$ cat src/rtl/perf_counter_bank.sv
// perf_counter_bank: request-edge, array-active and total-cycle counters for one matrix operation,
// read back through a registered indexed port. Define PERF_STALL_EN to add per-channel stall counters.
module perf_counter_bank #(
   parameter int unsigned NUM_CH    = 3,
   parameter int unsigned CNT_WIDTH = 32,
   parameter int unsigned SEL_WIDTH = $clog2(2*NUM_CH+2)
) (
   input  logic                 clk,
   input  logic                 reset,
   input  logic                 start_i,
   input  logic                 array_start_i,
   input  logic                 array_done_i,
   input  logic                 op_done_i,
   input  logic [NUM_CH-1:0]    req_i,
   input  logic [SEL_WIDTH-1:0] rd_sel_i,
   output logic [CNT_WIDTH-1:0] rd_data_o,
   output logic                 busy_o,
   output logic                 valid_o,
   output logic                 ovf_o
);

   localparam int unsigned IDX_ARRAY = NUM_CH;
   localparam int unsigned IDX_TOTAL = NUM_CH + 1;
`ifdef PERF_STALL_EN
   localparam int unsigned IDX_STALL = NUM_CH + 2;
   localparam int unsigned NUM_CNT   = 2*NUM_CH + 2;
`else
   localparam int unsigned NUM_CNT   = NUM_CH + 2;
`endif
   localparam logic [CNT_WIDTH-1:0] CNT_MAX = '1;

   typedef enum logic [2:0] {
      IDLE      = 3'd0,
      RUN_PRE   = 3'd1,
      RUN_ARRAY = 3'd2,
      RUN_POST  = 3'd3,
      DONE      = 3'd4
   } state_e;

   state_e               state_q, state_d;
   logic                 busy_d, valid_d;
   logic                 run_c, clear_c, sat_hit_c;
   logic [NUM_CH-1:0]    req_q;
   logic [CNT_WIDTH-1:0] cnt_q [NUM_CNT];
   logic [NUM_CNT-1:0]   inc_c;
   logic [NUM_CNT-1:0]   at_max_c;
   logic [CNT_WIDTH-1:0] rd_mux_c;

   assign run_c   = (state_q == RUN_PRE) || (state_q == RUN_ARRAY) || (state_q == RUN_POST);
   assign clear_c = ((state_q == IDLE) || (state_q == DONE)) && start_i;

   // Next state; op_done wins over the array strobes in the same cycle
   always_comb begin
      state_d = state_q;
      busy_d  = 1'b0;
      valid_d = 1'b0;
      case (state_q)
         IDLE, DONE: begin
            if (start_i) state_d = RUN_PRE;
         end
         RUN_PRE: begin
            if (op_done_i)          state_d = DONE;
            else if (array_start_i) state_d = RUN_ARRAY;
         end
         RUN_ARRAY: begin
            if (op_done_i)         state_d = DONE;
            else if (array_done_i) state_d = RUN_POST;
         end
         RUN_POST: begin
            if (op_done_i) state_d = DONE;
         end
         default: state_d = IDLE;
      endcase
      busy_d  = (state_d == RUN_PRE) || (state_d == RUN_ARRAY) || (state_d == RUN_POST);
      valid_d = (state_d == DONE);
   end

   always_ff @(posedge clk) begin
      if (reset) begin
         state_q   <= IDLE;
         busy_o    <= 1'b0;
         valid_o   <= 1'b0;
         req_q     <= '0;
         rd_data_o <= '0;
      end else begin
         state_q   <= state_d;
         busy_o    <= busy_d;
         valid_o   <= valid_d;
         req_q     <= req_i;
         rd_data_o <= rd_mux_c;
      end
   end

   // Per-counter increment requests, flattened to match the read map
   always_comb begin
      inc_c = '0;
      for (int k = 0; k < NUM_CH; k++) begin
         inc_c[k] = run_c & req_i[k] & ~req_q[k];
      end
      inc_c[IDX_ARRAY] = (state_q == RUN_ARRAY);
      inc_c[IDX_TOTAL] = run_c;
`ifdef PERF_STALL_EN
      for (int k = 0; k < NUM_CH; k++) begin
         inc_c[IDX_STALL + k] = run_c & req_i[k];
      end
`endif
   end

   always_comb begin
      at_max_c = '0;
      for (int i = 0; i < NUM_CNT; i++) begin
         at_max_c[i] = (cnt_q[i] == CNT_MAX);
      end
   end

   assign sat_hit_c = |(inc_c & at_max_c);

   // Saturating counters; an increment attempted at all-ones flags overflow
   always_ff @(posedge clk) begin
      if (reset || clear_c) begin
         for (int i = 0; i < NUM_CNT; i++) begin
            cnt_q[i] <= '0;
         end
         ovf_o <= 1'b0;
      end else begin
         for (int i = 0; i < NUM_CNT; i++) begin
            if (inc_c[i] && !at_max_c[i]) cnt_q[i] <= cnt_q[i] + CNT_WIDTH'(1);
         end
         if (sat_hit_c) ovf_o <= 1'b1;
      end
   end

   always_comb begin
      rd_mux_c = '0;
      for (int i = 0; i < NUM_CNT; i++) begin
         if (rd_sel_i == SEL_WIDTH'(i)) rd_mux_c = cnt_q[i];
      end
   end

endmodule

$ cat config.mk
export PLATFORM = sky130hd
export DESIGN_NAME = perf_counter_bank
export DESIGN_NICKNAME = d
export VERILOG_FILES = /design/src/rtl/perf_counter_bank.sv
export SDC_FILE = /design/constraint.sdc
export NUM_CORES = 1
export LEC_CHECK = 0
export CELL_PAD_IN_SITES_DETAIL_PLACEMENT = 1
export CELL_PAD_IN_SITES_GLOBAL_PLACEMENT = 1
export CORE_ASPECT_RATIO = 1.25
export CORE_UTILIZATION = 50
export CTS_CLUSTER_SIZE = 10
export DETAILED_ROUTE_END_ITERATION = 8
export DONT_BUFFER_PORTS = 1
export GPL_ROUTABILITY_DRIVEN = 0
export PLACE_DENSITY = 0.86
export SYNTH_ARGS = -nofsm -noshare
export SYNTH_HDL_FRONTEND = slang
export SYNTH_SLANG_ARGS = --single-unit
$ cat constraint.sdc
create_clock -name clk -period 9.2 [get_ports clk]
set_clock_uncertainty 0.2 [all_clocks]
set_input_delay 0.46 -clock clk [delete_from_list [all_inputs] [get_ports clk]]
set_output_delay 0.46 -clock clk [all_outputs]
set_load 0.005 [all_outputs]
==> impl_table.tex <==
\begin{tabular}{lr}
\hline
Metric & Value \\
\hline
\multicolumn{2}{l}{\textbf{Setup path}} \\
\quad Endpoint of the worst-slack reg-to-reg timing path & cnt\_q[0][73]\$\_SDFFCE\_PN0P\_ \\
\quad Master of the slowest instance on the critical path & sky130\_fd\_sc\_hd\_\_buf\_4 \\
\quad Capturing element type of the critical path & flop \\
\quad Cells on worst reg2reg path & 8 \\
\quad Cell breakdown of the critical path & nand4\_1 > nor4\_1 > nor4bb\_1 > o31ai\_1 > nor4b\_4 > buf\_4 > buf\_4 > nor2\_1 \\
\quad Req. time, crit path & $\sim$9 ns \\
\quad Minimum setup slack among reg-to-reg paths & $\sim$4.8 ns \\
\quad Startpoint type of the worst setup path & flop \\
\quad Critical Path Source & cnt\_q[0][100]\$\_SDFFCE\_PN0P\_ \\
\quad Data arrival time at the worst-slack endpoint & between 4 and 5 ns \\
\quad Startpoint of the worst register-to-register path & cnt\_q[0][100]\$\_SDFFCE\_PN0P\_ \\
\quad Worst stage delay on the critical path & 0.76 ns \\
\quad Critical Path Most Common Cell & sky130\_fd\_sc\_hd\_\_buf\_4 \\
\quad Critical path peak fanout & a little under 80 \\
\quad Critical path class & flop to flop \\
\multicolumn{2}{l}{\textbf{Clock network}} \\
\quad Clock root buffer & sky130\_fd\_sc\_hd\_\_clkbuf\_16 \\
\quad CTS H-tree lvls & 1 \\
\quad TritonCTS clock tree & built \\
\quad Number of buffers on the longest clock path & 3 \\
\quad Clock transition at the registers of the reported paths & $\sim$0.06 ns \\
\quad Number of resized instances in the post-cts repair step & 0 \\
\quad Clk Latency, worst-skew pair & around 0.52 ns \\
\quad Number of post-CTS setup repair buffers & 0 \\
\quad Cts-stage hold buffer count & 7 \\
\quad CTS buffer count & 24 \\
\quad Clock Sink Count & approximately 200 \\
\multicolumn{2}{l}{\textbf{Final layout}} \\
\quad Area growth from synthesis to final layout & 9.758\% \\
\quad Layout cells sized above 1 & 5.582\% \\
\quad Diodes inserted & 0 \\
\quad Utilization of the core after routing & between 50 and 60\% \\
\quad Filler cell count & around 2300 \\
\quad Final Instance Area & between 0.01 and 0.015 mm² \\
\quad Final net count & 1057 \\
\multicolumn{2}{l}{\textbf{Routing}} \\
\quad Count of unresolved DRC violations after routing & 0 \\
\quad Routed vias & 8388 \\
\quad DRC marker count from the first detailed-route iteration & 893 \\
\quad Antenna violation net count after detailed routing & 0 \\
\quad Mean routed wirelength per cell & roughly 23 µm \\
\quad Count of TritonRoute iterations in the first routing pass & 5 \\
\quad Total wire length & between 30 and 40 mm \\
\quad Vias/cell & 6.302 \\
\multicolumn{2}{l}{\textbf{Global routing}} \\
\quad GRT Util Overall & 28.09\% \\
\quad Initial antenna violation count & 0 \\
\quad Largest net degree at the start of global routing & slightly below 80 \\
\quad Vias in the first global route & 8815 \\
\quad Wire length of the first global-routing pass & 49.07 mm \\
\quad Remaining global-route overflow & 0 \\
\multicolumn{2}{l}{\textbf{Logic synthesis}} \\
\quad Number of register bits inferred by synthesis & about 200 \\
\quad Number of enable flip-flop cells after synthesis & 160 \\
\quad Synth Flop Type & sky130\_fd\_sc\_hd\_\_edfxtp\_1 \\
\quad Mux contribution to synthesized area & under 10\% \\
\quad Yosys top cell by area & sky130\_fd\_sc\_hd\_\_edfxtp\_1 \\
\quad Synth top area cells & sky130\_fd\_sc\_hd\_\_edfxtp\_1 (45\%), sky130\_fd\_sc\_hd\_\_xor2\_1 (8.4\%), sky130\_fd\_sc\_hd\_\_dfxtp\_1 (7.6\%) \\
\quad Synthesized-area fraction occupied by adder cells & less than 1\% \\
\quad Cell Area, Synth & roughly 0.011 mm² \\
\quad Yosys cell types & between 40 and 50 \\
\quad Synth Net Count & roughly 1100 \\
\quad Count of mapped cells out of synthesis & around 1000 \\
\quad Top-area cell type share of the netlist area & $\sim$45\% \\
\quad Area fraction in and, or, nand and nor cells after synthesis & a little under a quarter \\
\quad Post-synthesis async set-or-reset flop share & 0\% \\
\quad Fraction of synthesized cell area in xor and xnor cells & about an eighth \\
\quad Largest family of logic cells by synthesized area & simple AND/OR/NAND/NOR gates \\
\quad Compound-cell area share of the yosys netlist & under 10\% \\
\quad Count of warnings emitted by yosys & 0 \\
\quad Portion of the post-synthesis area used by sequential elements & a little over half \\
\quad Mean post-synth cell area & a little over 10 µm² \\
\multicolumn{2}{l}{\textbf{Status}} \\
\quad Outcome & complete, no violations \\
\multicolumn{2}{l}{\textbf{STA}} \\
\quad Number of failing setup endpoints in the final timing report & 0 \\
\quad Final Slew Violations & 0 \\
\quad Final clock period utilization by the worst path & between 40\% and 50\% \\
\quad Final-report hold violation count & 0 \\
\quad Final worst hold slack & between 0.03 and 0.04 ns \\
\quad Headroom to the max-slew limit & between 30\% and 40\% \\
\quad Slew at the pin closest to its max-slew limit & a little over 1 ns \\
\quad Setup Total Neg Slack & 0 ns \\
\quad Max Freq & approximately 230 MHz \\
\quad Minimum clock period & roughly 4.4 ns \\
\quad Setup repair after global routing missed its margin & false \\
\multicolumn{2}{l}{\textbf{Hold path}} \\
\quad Hold Crit Start & reset \\
\quad Class of the most critical hold timing path & primary input to flop \\
\quad Endpoint, Worst Hold & rd\_data\_o[31]\$\_SDFF\_PP0\_ \\
\quad Count of cells along the worst hold path & 2 \\
\multicolumn{2}{l}{\textbf{Floorplan}} \\
\quad Die Span X & $\sim$130 µm \\
\quad Number of top-level design ports & 47 \\
\quad Starting utilization of the core area & 51.25\% \\
\quad DIE HEIGHT & 165.9 µm \\
\quad Area of the core & about 0.021 mm² \\
\quad Std-Cell Rows & between 50 and 60 \\
\quad Die area & between 0.02 and 0.025 mm² \\
\multicolumn{2}{l}{\textbf{Placement}} \\
\quad Port-buffer cells & 0 \\
\quad HPWL after DPL & slightly above 20 mm \\
\quad Cell Area, Placed & about 0.011 mm² \\
\multicolumn{2}{l}{\textbf{Job}} \\
\quad Max-cap violation count & 0 \\
\multicolumn{2}{l}{\textbf{Power}} \\
\quad Largest vdd supply drop & 0.1237 mV \\
\quad Power, Total & $\sim$0.0023 W \\
\quad Leakage component of the power & 4.019 nW \\
\quad Power density over the cells & around 190 mW/mm² \\
\hline
\end{tabular}
==> metrics by stage <==
step	instances	setup WS, ns
2_1_floorplan	1043	4.961
3_3_place_gp	1281	5.094
3_5_place_dp	1281	4.900
4_1_cts	1331	4.828
5_1_grt	1331	4.560
6_report	1331	4.804
==> cell usage after synthesis, drive strengths merged, types with 6 or more instances <==
cell / instances
inv: 8
a221o: 21
o21ai: 46
nor2b: 8
a21oi: 6
nand4: 38
nand3: 59
nor4: 6
a22oi: 10
and3: 31
dfxtp: 41
mux4: 9
nor3b: 6
nand2: 83
xor2: 103
nor3: 10
clkbuf: 38
and4: 27
and2: 7
edfxtp: 160
xnor2: 46
mux2i: 23
nor2: 214
buf: 11
==> worst max-delay path, delay by kind of cell (launching register included) <==
kind / cells / cell delay, ns
AND/OR/NAND/NOR: 5 / 1.95
AO/OA/AOI/OAI: 1 / 0.20
buffers and inverters: 2 / 1.23
flip-flops: 1 / 0.48
==> layout by cell type (no fill, tap or decap), drive strengths merged, types with 7 or more instances in the layout <==
master	instances
nor3	10
and3	31
and4	27
buf	14
nor2	214
inv	9
nor2b	8
a22oi	10
and2	7
nand4	38
o21ai	46
mux2i	23
clkbuf	42
nand3	59
xnor2	46
edfxtp	160
mux4	9
dfxtp	41
a221o	21
nand2	83
xor2	103
==> layout make-up <==
cell class / instances / area [µm²] / share of cell area [%]
repair buffers: 20 / 177.7 / 1.506
multi-input cells: 784 / 4916 / 41.68
flip-flops and latches: 201 / 5625 / 47.70
clock inverters: 1 / 8.758 / 0.07426
inverters: 9 / 33.78 / 0.2864
well taps: 274 / 342.8 / 2.907
clock buffers: 42 / 689.4 / 5.846
==> report_power, final <==
part           total, W  internal (W)  switching [W]
clock network  0.000876      0.000504       0.000372
logic          0.000209     0.0000811       0.000128
registers       0.00117       0.00107       0.000100
==> registers in the layout (all words and copies together), names as in the netlist <==
| signal | flops |
|---|---|
| rd_data_o | 32 |
| busy_o | 1 |
| valid_o | 1 |
| req_q | 3 |
| state_q | 3 |
| ovf_o | 1 |
| cnt_q | 160 |
==> how the worst max path moves through the flow <==
| stage | to | cells after the start |
|---|---|---|
| after detailed placement | cnt_q[0][130]$_SDFFCE_PN0P_ | 9 |
| after floorplan | cnt_q[0][100]$_SDFFCE_PN0P_ | 5 |
| final | cnt_q[0][73]$_SDFFCE_PN0P_ | 8 |
| after global placement | cnt_q[0][135]$_SDFFCE_PN0P_ | 9 |
| after CTS | cnt_q[0][73]$_SDFFCE_PN0P_ | 8 |
| after global routing | cnt_q[0][73]$_SDFFCE_PN0P_ | 8 |
==> per-layer routing <==
metal  vias up  GRT usage, %  wire length (µm)
met2       301         49.10             15550
met1      4263         35.12             12120
met3        70         4.365              1890
met5         -             0                 0
li1       3754             -                 -
met4         0         9.832               915
==> logic make-up after synthesis <==
kind of cell    Yosys count
compound gates           95
xor+xnor                149
fa+ha+maj                 5
buf+inv                  58
flops                   201
mux                      32
simple gates            503
No activity file was read; power rests on OpenSTA's default activity.
